### src/rtl/matrix_row_loader_pkg.sv
// Shared types and default sizing for the matrix row loader.
// Elements are fp16 words packed four to a scratchpad row.
package matrix_row_loader_pkg;

    localparam int DEF_ELEM_W    = 16;
    localparam int DEF_ROW_ELEMS = 4;
    localparam int DEF_MAT_ROWS  = 4;
    localparam int DEF_NUM_MATS  = 4;

    typedef logic [DEF_ELEM_W-1:0] elem_t;

    typedef enum logic [1:0] {
        IDLE,
        FILL,
        DONE
    } loader_state_t;

endpackage

### src/rtl/matrix_row_loader_if.sv
// FIFO read side and scratchpad write side of the row loader.
// master = loader, slave = FIFO/scratchpad environment.
interface matrix_row_loader_if
    import matrix_row_loader_pkg::*;
#(
    parameter int ELEM_W    = DEF_ELEM_W,
    parameter int ROW_ELEMS = DEF_ROW_ELEMS,
    parameter int MAT_ROWS  = DEF_MAT_ROWS,
    parameter int NUM_MATS  = DEF_NUM_MATS
);

    logic                          fifo_empty;
    logic [ELEM_W-1:0]             fifo_rdata;
    logic                          fifo_ren;
    logic                          wen;
    logic [$clog2(NUM_MATS)-1:0]   w_mat_sel;
    logic [$clog2(MAT_ROWS)-1:0]   w_row_sel;
    logic [ELEM_W*ROW_ELEMS-1:0]   wdat;

    modport master (
        input  fifo_empty,
        input  fifo_rdata,
        output fifo_ren,
        output wen,
        output w_mat_sel,
        output w_row_sel,
        output wdat
    );

    modport slave (
        output fifo_empty,
        output fifo_rdata,
        input  fifo_ren,
        input  wen,
        input  w_mat_sel,
        input  w_row_sel,
        input  wdat
    );

endinterface

### src/rtl/matrix_row_loader.sv
// Drains the element FIFO and packs elements into scratchpad rows.
// One start loads a whole matrix, row 0 first, one element per cycle.
module matrix_row_loader
    import matrix_row_loader_pkg::*;
#(
    parameter int ELEM_W    = DEF_ELEM_W,
    parameter int ROW_ELEMS = DEF_ROW_ELEMS,
    parameter int MAT_ROWS  = DEF_MAT_ROWS,
    parameter int NUM_MATS  = DEF_NUM_MATS
) (
    input  logic                        CLK,
    input  logic                        nRST,
    input  logic                        start,
    input  logic [$clog2(NUM_MATS)-1:0] mat_sel,
    matrix_row_loader_if.master         bus,
    output logic                        busy,
    output logic                        done
);

    localparam int EW = $clog2(ROW_ELEMS);
    localparam int RW = $clog2(MAT_ROWS);
    localparam logic [EW-1:0] ELEM_LAST = EW'(ROW_ELEMS - 1);
    localparam logic [RW-1:0] ROW_LAST  = RW'(MAT_ROWS - 1);

    loader_state_t state;
    loader_state_t state_n;

    logic [EW-1:0]               elem_cnt;
    logic [RW-1:0]               row_cnt;
    logic [ELEM_W-1:0]           row_buf [ROW_ELEMS];
    logic [ELEM_W*ROW_ELEMS-1:0] row_full;
    logic                        pop;
    logic                        row_end;
    logic                        mat_end;
    logic                        accept;

    assign accept  = (state == IDLE) && start;
    assign pop     = (state == FILL) && !bus.fifo_empty;
    assign row_end = pop && (elem_cnt == ELEM_LAST);
    assign mat_end = row_end && (row_cnt == ROW_LAST);

    assign bus.fifo_ren = pop;
    assign busy         = (state != IDLE);

    // Completed row: buffered slots plus the element being popped now.
    always_comb begin
        row_full = '0;
        for (int i = 0; i < ROW_ELEMS; i++) begin
            if (EW'(i) == elem_cnt) begin
                row_full[i*ELEM_W +: ELEM_W] = bus.fifo_rdata;
            end else begin
                row_full[i*ELEM_W +: ELEM_W] = row_buf[i];
            end
        end
    end

    // State register.
    always_ff @(posedge CLK or negedge nRST) begin
        if (!nRST) begin
            state <= IDLE;
        end else begin
            state <= state_n;
        end
    end

    // Next-state: load on start, finish on the last element of the last row.
    always_comb begin
        state_n = state;
        unique case (state)
            IDLE: begin
                if (start) begin
                    state_n = FILL;
                end
            end
            FILL: begin
                if (mat_end) begin
                    state_n = DONE;
                end
            end
            DONE: begin
                state_n = IDLE;
            end
            default: begin
                state_n = IDLE;
            end
        endcase
    end

    // Element/row counters and the partial-row buffer.
    always_ff @(posedge CLK or negedge nRST) begin
        if (!nRST) begin
            elem_cnt <= '0;
            row_cnt  <= '0;
            for (int i = 0; i < ROW_ELEMS; i++) begin
                row_buf[i] <= '0;
            end
        end else if (accept) begin
            elem_cnt <= '0;
            row_cnt  <= '0;
        end else if (pop) begin
            row_buf[elem_cnt] <= bus.fifo_rdata;
            if (row_end) begin
                elem_cnt <= '0;
                row_cnt  <= row_cnt + 1'b1;
            end else begin
                elem_cnt <= elem_cnt + 1'b1;
            end
        end
    end

    // Registered write stage and completion pulse.
    always_ff @(posedge CLK or negedge nRST) begin
        if (!nRST) begin
            bus.wen       <= 1'b0;
            bus.w_mat_sel <= '0;
            bus.w_row_sel <= '0;
            bus.wdat      <= '0;
            done          <= 1'b0;
        end else begin
            bus.wen <= row_end;
            done    <= mat_end;
            if (accept) begin
                bus.w_mat_sel <= mat_sel;
            end
            if (row_end) begin
                bus.wdat      <= row_full;
                bus.w_row_sel <= row_cnt;
            end
        end
    end

endmodule

### src/flat_wrapper.sv
// flat-port wrapper written by rule: the top's interface ports become plain ports
module matrix_row_loader_flat import matrix_row_loader_pkg::*;
#(
    parameter int ELEM_W    = DEF_ELEM_W,
    parameter int ROW_ELEMS = DEF_ROW_ELEMS,
    parameter int MAT_ROWS  = DEF_MAT_ROWS,
    parameter int NUM_MATS  = DEF_NUM_MATS
)
  (CLK, nRST, start, mat_sel, busy, done, bus_fifo_empty, bus_fifo_rdata, bus_fifo_ren, bus_wen, bus_w_mat_sel, bus_w_row_sel, bus_wdat);
  matrix_row_loader_if #(.ELEM_W(ELEM_W), .ROW_ELEMS(ROW_ELEMS), .MAT_ROWS(MAT_ROWS), .NUM_MATS(NUM_MATS)) bus_i ();
  input  logic CLK;
  input  logic nRST;
  input  logic start;
  input  logic [$clog2(NUM_MATS)-1:0] mat_sel;
  output logic busy;
  output logic done;
  input wire logic [$bits(bus_i.fifo_empty)-1:0] bus_fifo_empty;
  input wire logic [$bits(bus_i.fifo_rdata)-1:0] bus_fifo_rdata;
  output wire logic [$bits(bus_i.fifo_ren)-1:0] bus_fifo_ren;
  output wire logic [$bits(bus_i.wen)-1:0] bus_wen;
  output wire logic [$bits(bus_i.w_mat_sel)-1:0] bus_w_mat_sel;
  output wire logic [$bits(bus_i.w_row_sel)-1:0] bus_w_row_sel;
  output wire logic [$bits(bus_i.wdat)-1:0] bus_wdat;
  assign bus_i.fifo_empty = bus_fifo_empty;
  assign bus_i.fifo_rdata = bus_fifo_rdata;
  assign bus_fifo_ren = bus_i.fifo_ren;
  assign bus_wen = bus_i.wen;
  assign bus_w_mat_sel = bus_i.w_mat_sel;
  assign bus_w_row_sel = bus_i.w_row_sel;
  assign bus_wdat = bus_i.wdat;
  matrix_row_loader #(.ELEM_W(ELEM_W), .ROW_ELEMS(ROW_ELEMS), .MAT_ROWS(MAT_ROWS), .NUM_MATS(NUM_MATS)) u_core (.CLK(CLK), .nRST(nRST), .start(start), .mat_sel(mat_sel), .bus(bus_i), .busy(busy), .done(done));
endmodule
### config.mk
export PLATFORM = sky130hd
export DESIGN_NAME = matrix_row_loader_flat
export DESIGN_NICKNAME = d
export VERILOG_FILES = /design/src/rtl/matrix_row_loader_pkg.sv /design/src/rtl/matrix_row_loader_if.sv /design/src/rtl/matrix_row_loader.sv /design/src/flat_wrapper.sv
export SDC_FILE = /design/constraint.sdc
export NUM_CORES = 1
export LEC_CHECK = 0
export CORE_ASPECT_RATIO = 0.75
export CORE_MARGIN = 1
export CORE_UTILIZATION = 35
export CTS_CLUSTER_DIAMETER = 40
export DETAILED_ROUTE_END_ITERATION = 10
export PLACE_DENSITY = 0.65
export SLEW_MARGIN = 20
export SYNTH_ARGS = -nofsm -noshare
export SYNTH_HDL_FRONTEND = slang
export SYNTH_SLANG_ARGS = --single-unit
### constraint.sdc
create_clock -name CLK -period 1.69 [get_ports CLK]
set_clock_uncertainty 0.05 [all_clocks]
set_input_delay 0.338 -clock CLK [delete_from_list [all_inputs] [get_ports CLK]]
set_output_delay 0.338 -clock CLK [all_outputs]
set_load 0.05 [all_outputs]
==> results of run 1 <==
-- routing by layer --
layer  vias up  track usage
met5         -            0
met4         0       0.0722
met3        14       0.0395
met2        67        0.245
met1      1746        0.232
li1       1677            -
-- registers in the layout, summed over array words and instances, names as in the netlist --
name,flops
u_core.row_cnt,2
u_core.done,1
u_core.bus.wdat,64
u_core.row_buf,48
u_core.bus.w_row_sel,2
u_core.state,2
u_core.bus.wen,1
u_core.elem_cnt,2
u_core.bus.w_mat_sel,2
-- final cells by class --
type                       instances  share of cell area
sequential                       124               0.438
multi-input combinational        279               0.284
timing repair buffer             121               0.154
clock buffer                      24              0.0708
tap                              200              0.0353
clock inverter                     7              0.0155
inverter                           3             0.00159
-- power breakdown --
| part | switching, uW | internal (uW) |
|---|---|---|
| combinational | 4630 | 3010 |
| sequential | 812 | 4360 |
| clock | 1270 | 2500 |
| total | 6710 | 9860 |
-- cell families (layout without fill, tap and decap cells) --
logic type	after synthesis	after routing	share of synthesized area
AND/OR/NAND/NOR	125	125	0.0981
flip-flops	124	124	0.585
buffers and inverters	32	155	0.0399
multiplexers	97	97	0.216
AO/OA/AOI/OAI	52	52	0.0495
adder cells (fa/ha/maj)	5	5	0.0118
-- critical path: cells and delay by family, from the launching register on --
kind | cells | cell delay [ns]
and+or+nand+nor | 1 | 0.24
buffers and inverters | 2 | 0.28
DFF | 1 | 0.40
-- worst paths after layout --
check	endpoint	slack, ns	cells after the start
max in group asynchronous	u_core.bus.wdat[41]$_DFFE_PN0P_	0.84	3
min reg2reg	u_core.bus.wdat[50]$_DFFE_PN0P_	0.43	2
min in group CLK	u_core.bus.w_mat_sel[1]$_DFFE_PN0P_	0.42	3
max reg2reg	u_core.row_buf[51]$_DFFE_PN0P_	0.04	5
min	u_core.bus.wdat[16]$_DFFE_PN0P_	0.21	2
max	busy	-0.03	3
-- Yosys cell counts, drive strengths merged --
library cell  number
mux2              48
nor3b              2
nand4bb            1
o21ai             50
buf               22
o31ai              1
nand2            111
or3b               1
a21oi              1
ha                 5
nand3              1
or2b               1
and2               5
clkbuf             7
inv                3
dfrtp            124
or2                1
mux2i             49
nor2               2
-- what timing repair did --
| action | CTS | global route |
|---|---|---|
| setup endpoints to repair | 2 | 38 |
| pin swaps | 2 | 1 |
| setup buffers | 4 | 1 |
| hold buffers | 1 | 0 |
| gates cloned | 0 | 1 |
| resized for setup | 6 | 12 |
| hold endpoints to repair | 124 | 0 |
-- per-stage QoR --
step	TNS [ns]	setup slack [ns]	std cells
floorplan	-11.61	-0.281	435
global placement	-15.48	-0.320	720
detailed placement	-14.67	-0.310	720
CTS	-0.0964	-0.0515	756
global route	-0.171	-0.0568	758
finish	-0.0403	-0.0317	758
==> out/qor.csv, run 1 <==
stage;metric;value;unit
run_status;status;finished, violations left;
run_status;violations;setup timing;
floorplanning;coreArea;14600;um2
floorplanning;pin_count;94;
global_route;grt_pass1_vias;3662;
placement;dp_hpwl;7.97;mm
placement;postPlaceCellArea;6360;um2
finish;syn_to_final_growth;33.5;%
synthesis;synth_area;5300;um2
detailed_routing;dr_wl_met3;506;um
synthesis;synth_area_leaders;dfrtp_1 59%, mux2i_1 9.2%, mux2_4 8.5%, nand2_1 7.9%, o21ai_0 4.7%;
power;vdd_drop_max;0.915;mV
finish;multiInputGateArea;2010;um2
finish;mostFrequentLayoutCells;124 x dfrtp_1, 111 x nand2_1, 84 x buf_4;
placement;io_buffers;93;
setup_path;slowest_stage;dfrtp_1;
timing;worst_slack;-0.0317;ns
power;p_leak;0.00342;uW
synthesis;syn_nets;462;
setup_path;cpPeakStageDelay;0.40;ns
synthesis;netlist.area_leader.share;0.585;
detailed_routing;met2_length;5.30;mm
setup_path;worstPathArrival;1.33;ns
finish;diodes;0;
detailed_routing;dr.pass1.iters;4;
finish;post-route-util;0.484;
finish;regArea;3100;um2
detailed_routing;vias;3504;
setup_path;crit_type;reg -> out;
setup_path;cp_max_fo;2;
timing;setup_violations;2;
synthesis;ys_ff_latch;124;
clock_network;h-tree-depth;4;
clock_network;cts.path.max_buffers;2;
detailed_routing;top_layer_used;met4;
clock_network;clock-sinks;124;
finish;final_common_cell;dfrtp_1;
setup_path;cp.required;1.30;ns
floorplanning;die_x;144;um
synthesis;avgSynthCellArea;12.2;um2
floorplanning;start_util;0.362;
global_route;antenna_found_initial;0;
global_route;track_usage;0.165;
detailed_routing;viasPerCell;4.62;
clock_network;cts_tree;done;
setup_path;path_cells;buf_6 > or2_4 > buf_8;
timing;slew_headroom;0.756;
min_path;min_path_type;in -> async;
timing;finalCritPeriodShare;1.02;
detailed_routing;totalWireLength;11.9;mm
timing;hold_ws;0.215;ns
floorplanning;die_area;15700;um2
detailed_routing;wl_per_cell;15.7;um
synthesis;synth.distinct_cells;23;
timing;min_period;1.72;ns
detailed_routing;drt_iter0_drc;113;
detailed_routing;drt-met1-wl;5.93;mm
placement;gp_congestion;0.754;
finish;final_nets;573;
floorplanning;rows;38;
global_route;grt_pass1_wl;19.3;mm
synthesis;ys_seq_area_frac;0.585;
synthesis;yosysWarnings;0;
timing;hold_viol;0;
global_route;grt-ovfl-total;0;
power;power.density;2340;nW/um2
timing;rsz0062_at_grt;true;
floorplanning;die_y;109;um
setup_path;crit-reg2reg-launch;u_core.state[1]$_DFFE_PN0P_;
detailed_routing;remaining_drc_errors;0;
setup_path;cp-start-kind;register;
synthesis;synth_cells;435;
finish;nFillCells;1349;
clock_network;clock_latency;0.41;ns
finish;design_area;7080;um2
timing;max_freq;0.581;GHz
synthesis;yosysTopAreaCell;dfrtp_1;
clock_network;cts_made_buffers;17;
timing;worst_slew_pin_slew;0.365;ns
finish;drive_above_1_share;0.328;
run;cap_violations;0;
global_route;grt_start_max_net_pins;68;
timing;slew_violations;0;
clock_network;clk_pin_slew;0.05;ns
power;fin_total_pwr;16600;uW
setup_path;critPathCaptureType;output port;
setup_path;startpoint;u_core.state[0]$_DFFE_PN0P_;
detailed_routing;ant_nets;0;
clock_network;root_buffer;clkbuf_16;
Power figures use the tool's default switching activity.
==> run 2, diff against run 1 <==
- CTS_BUF_LIST: not set -> sky130_fd_sc_hd__clkbuf_8
==> run 2 against run 1 <==
Net effect: the flow still finishes with violations (setup timing); global-route usage down 0.14 points; sequential cell count stayed put; combinational power decreased by 0.5%; register-to-register slack hardly changed; wire length is 1.3% lower; clock-buffer cell count down 2; first-iteration DRC count grew 20%; power decreased by 6.3%; final area down 3.0%; non-clock buffer count decreased by 1.
==> out/qor.csv, run 2 (same netlist as run 1, synthesis figures left out) <==
stage;metric;value;unit;change
clock_network;clk_pin_slew;0.07;ns;+0.02 ns
clock_network;h-tree-depth;4;;unchanged
global_route;grt_pass1_vias;3675;;+0.35%
finish;final_nets;572;;-0.17%
setup_path;cp_max_fo;2;;unchanged
run;cap_violations;0;;unchanged
timing;slew_headroom;0.762;;+0.00559
timing;finalCritPeriodShare;1.03;;+0.0101
setup_path;crit_type;reg -> out;;
finish;diodes;0;;unchanged
placement;gp_congestion;0.754;;unchanged
detailed_routing;wl_per_cell;15.5;um;-1.2%
finish;regMostFlops;u_core.bus.wdat;;
timing;slew_violations;0;;unchanged
clock_network;root_buffer;clkbuf_8;;
min_path;min_path_type;in -> async;;
finish;design_area;6870;um2;-3.0%
timing;worst_slack;-0.0488;ns;-0.0171 ns
power;vdd_drop_max;0.912;mV;-0.34%
timing;rsz0062_at_grt;true;;
clock_network;cts_tree;done;;
floorplanning;start_util;0.362;;unchanged
floorplanning;coreArea;14600;um2;unchanged
placement;placedCellCount;720;;unchanged
clock_network;cts_made_buffers;17;;unchanged
floorplanning;rows;38;;unchanged
finish;syn_to_final_growth;29.6;%;
power;p_leak;0.00333;uW;-2.8%
timing;hold_viol;0;;unchanged
placement;postPlaceCellArea;6360;um2;unchanged
detailed_routing;vias;3500;;-0.11%
placement;io_buffers;93;;unchanged
finish;drive_above_1_share;0.327;;-0.00121
power;pwr-share-seq;0.332;;+0.020
global_route;grt_pass1_wl;19.1;mm;-0.93%
finish;final_cells;757;;-0.13%
timing;worst_slew_pin_slew;0.356;ns;-0.00835 ns
floorplanning;die_y;109;um;unchanged
power;intPower;8960;uW;-9.1%
setup_path;worstPathArrival;1.35;ns;+0.02 ns
finish;mostFrequentLayoutCells;124 x dfrtp_1, 111 x nand2_1, 84 x buf_4;;
timing;min_period;1.74;ns;+0.0171 ns
run_status;status;finished, violations left;;
finish;largest_reg_flops;64;;unchanged
timing;max_freq;0.575;GHz;-0.98%
global_route;grt-ovfl-total;0;;unchanged
clock_network;clock_latency;0.43;ns;+0.02 ns
detailed_routing;viasPerCell;4.62;;about the same
power;swShare;0.423;;+0.0182
setup_path;ff2ff_setup_slack;0.05;ns;about the same
global_route;grt_start_max_net_pins;68;;unchanged
power;power.density;2260;nW/um2;-3.4%
clock_network;cts.path.max_buffers;2;;unchanged
setup_path;cp-start-kind;register;;
global_route;antenna_found_initial;0;;unchanged
floorplanning;die_area;15700;um2;unchanged
power;pwr-share-comb;0.489;;+0.028
finish;final_common_cell;dfrtp_1;;
timing;setup_violations;2;;unchanged
clock_network;clock-sinks;124;;unchanged
detailed_routing;ant_nets;0;;unchanged
power;power_switching;6580;uW;-2.0%
global_route;track_usage;0.164;;-0.00142
finish;largestRegisters;u_core.bus.wdat (64), u_core.row_buf (48);;
setup_path;cp.required;1.30;ns;about the same
placement;dp_hpwl;7.97;mm;unchanged
run_status;violations;setup timing;;
power;p_clk_frac;0.179;;-0.048
detailed_routing;remaining_drc_errors;0;;unchanged
setup_path;critPathCaptureType;output port;;
floorplanning;pin_count;94;;unchanged
detailed_routing;totalWireLength;11.7;mm;-1.3%
floorplanning;die_x;144;um;unchanged
timing;setup_tns;-0.0815;ns;-0.0412 ns
detailed_routing;dr.pass1.iters;5;;+1
detailed_routing;drt_iter0_drc;136;;+20%
run 2: layout make-up:
cell class,instances,area [um2]
inverter,3,11.3
clock buffer,22,303
sequential,124,3100
multi-input combinational,279,2010
tap,200,250
fill,1370,7770
timing repair buffer,120,1070
clock inverter,9,118
run 2: power by group through the flow:
stage                     clock [uW]  combinational [uW]  sequential [uW]
after floorplan                    0                2990             7520
after global placement             0                7460             5150
after detailed placement           0                7590             5190
after CTS                       2850                7640             5170
after global routing            2990                8140             5330
final                           2780                7600             5160
run 2: per-stage QoR:
step	hold WS [ns]	setup WS [ns]	utilization	total power [uW]
floorplan	-0.00759	-0.281	-	10500
global placement	0.0970	-0.320	0.435	12600
detailed placement	0.0982	-0.310	0.435	12800
CTS	0.159	-0.0826	0.467	15700
global route	0.178	-0.104	0.469	16500
finish	0.189	-0.0488	0.469	15500
run 2: per-layer routing:
layer  vias to the layer above  routed length [um]  GRT usage
met2                        72                5110      0.242
met4                         0                 149     0.0632
li1                       1669                   -          -
met5                         -                   0          0
met3                        15                 546     0.0474
met1                      1744                5930      0.228
run 2: path summary, 6_finish.rpt:
| path | from | end | cells after the start |
|---|---|---|---|
| max | u_core.state[0]$_DFFE_PN0P_ | busy | 3 |
| min | nRST | u_core.bus.wdat[16]$_DFFE_PN0P_ | 2 |
| max reg2reg | u_core.state[1]$_DFFE_PN0P_ | u_core.row_buf[63]$_DFFE_PN0P_ | 5 |
| min reg2reg | u_core.bus.wdat[50]$_DFFE_PN0P_ | u_core.bus.wdat[50]$_DFFE_PN0P_ | 2 |
| max in group asynchronous | nRST | u_core.bus.wdat[40]$_DFFE_PN0P_ | 3 |
| min in group CLK | mat_sel[1] | u_core.bus.w_mat_sel[1]$_DFFE_PN0P_ | 3 |
run 2: worst max-delay path, cell delays in order, from the launching register on:
cell and delay (ns):
dfrtp_1 0.40, buf_6 0.13, or2_4 0.24, buf_8 0.15
run 2: what timing repair did:
action / 4_1_cts / 5_1_grt
setup endpoints to repair: 2 / 36
resized for setup: 6 / 8
cloned: 0 / 1
pin swaps: 2 / 1
hold buffers: 1 / 0
endpoints found under the hold margin: 124 / 0
buffers inserted: 4 / 0
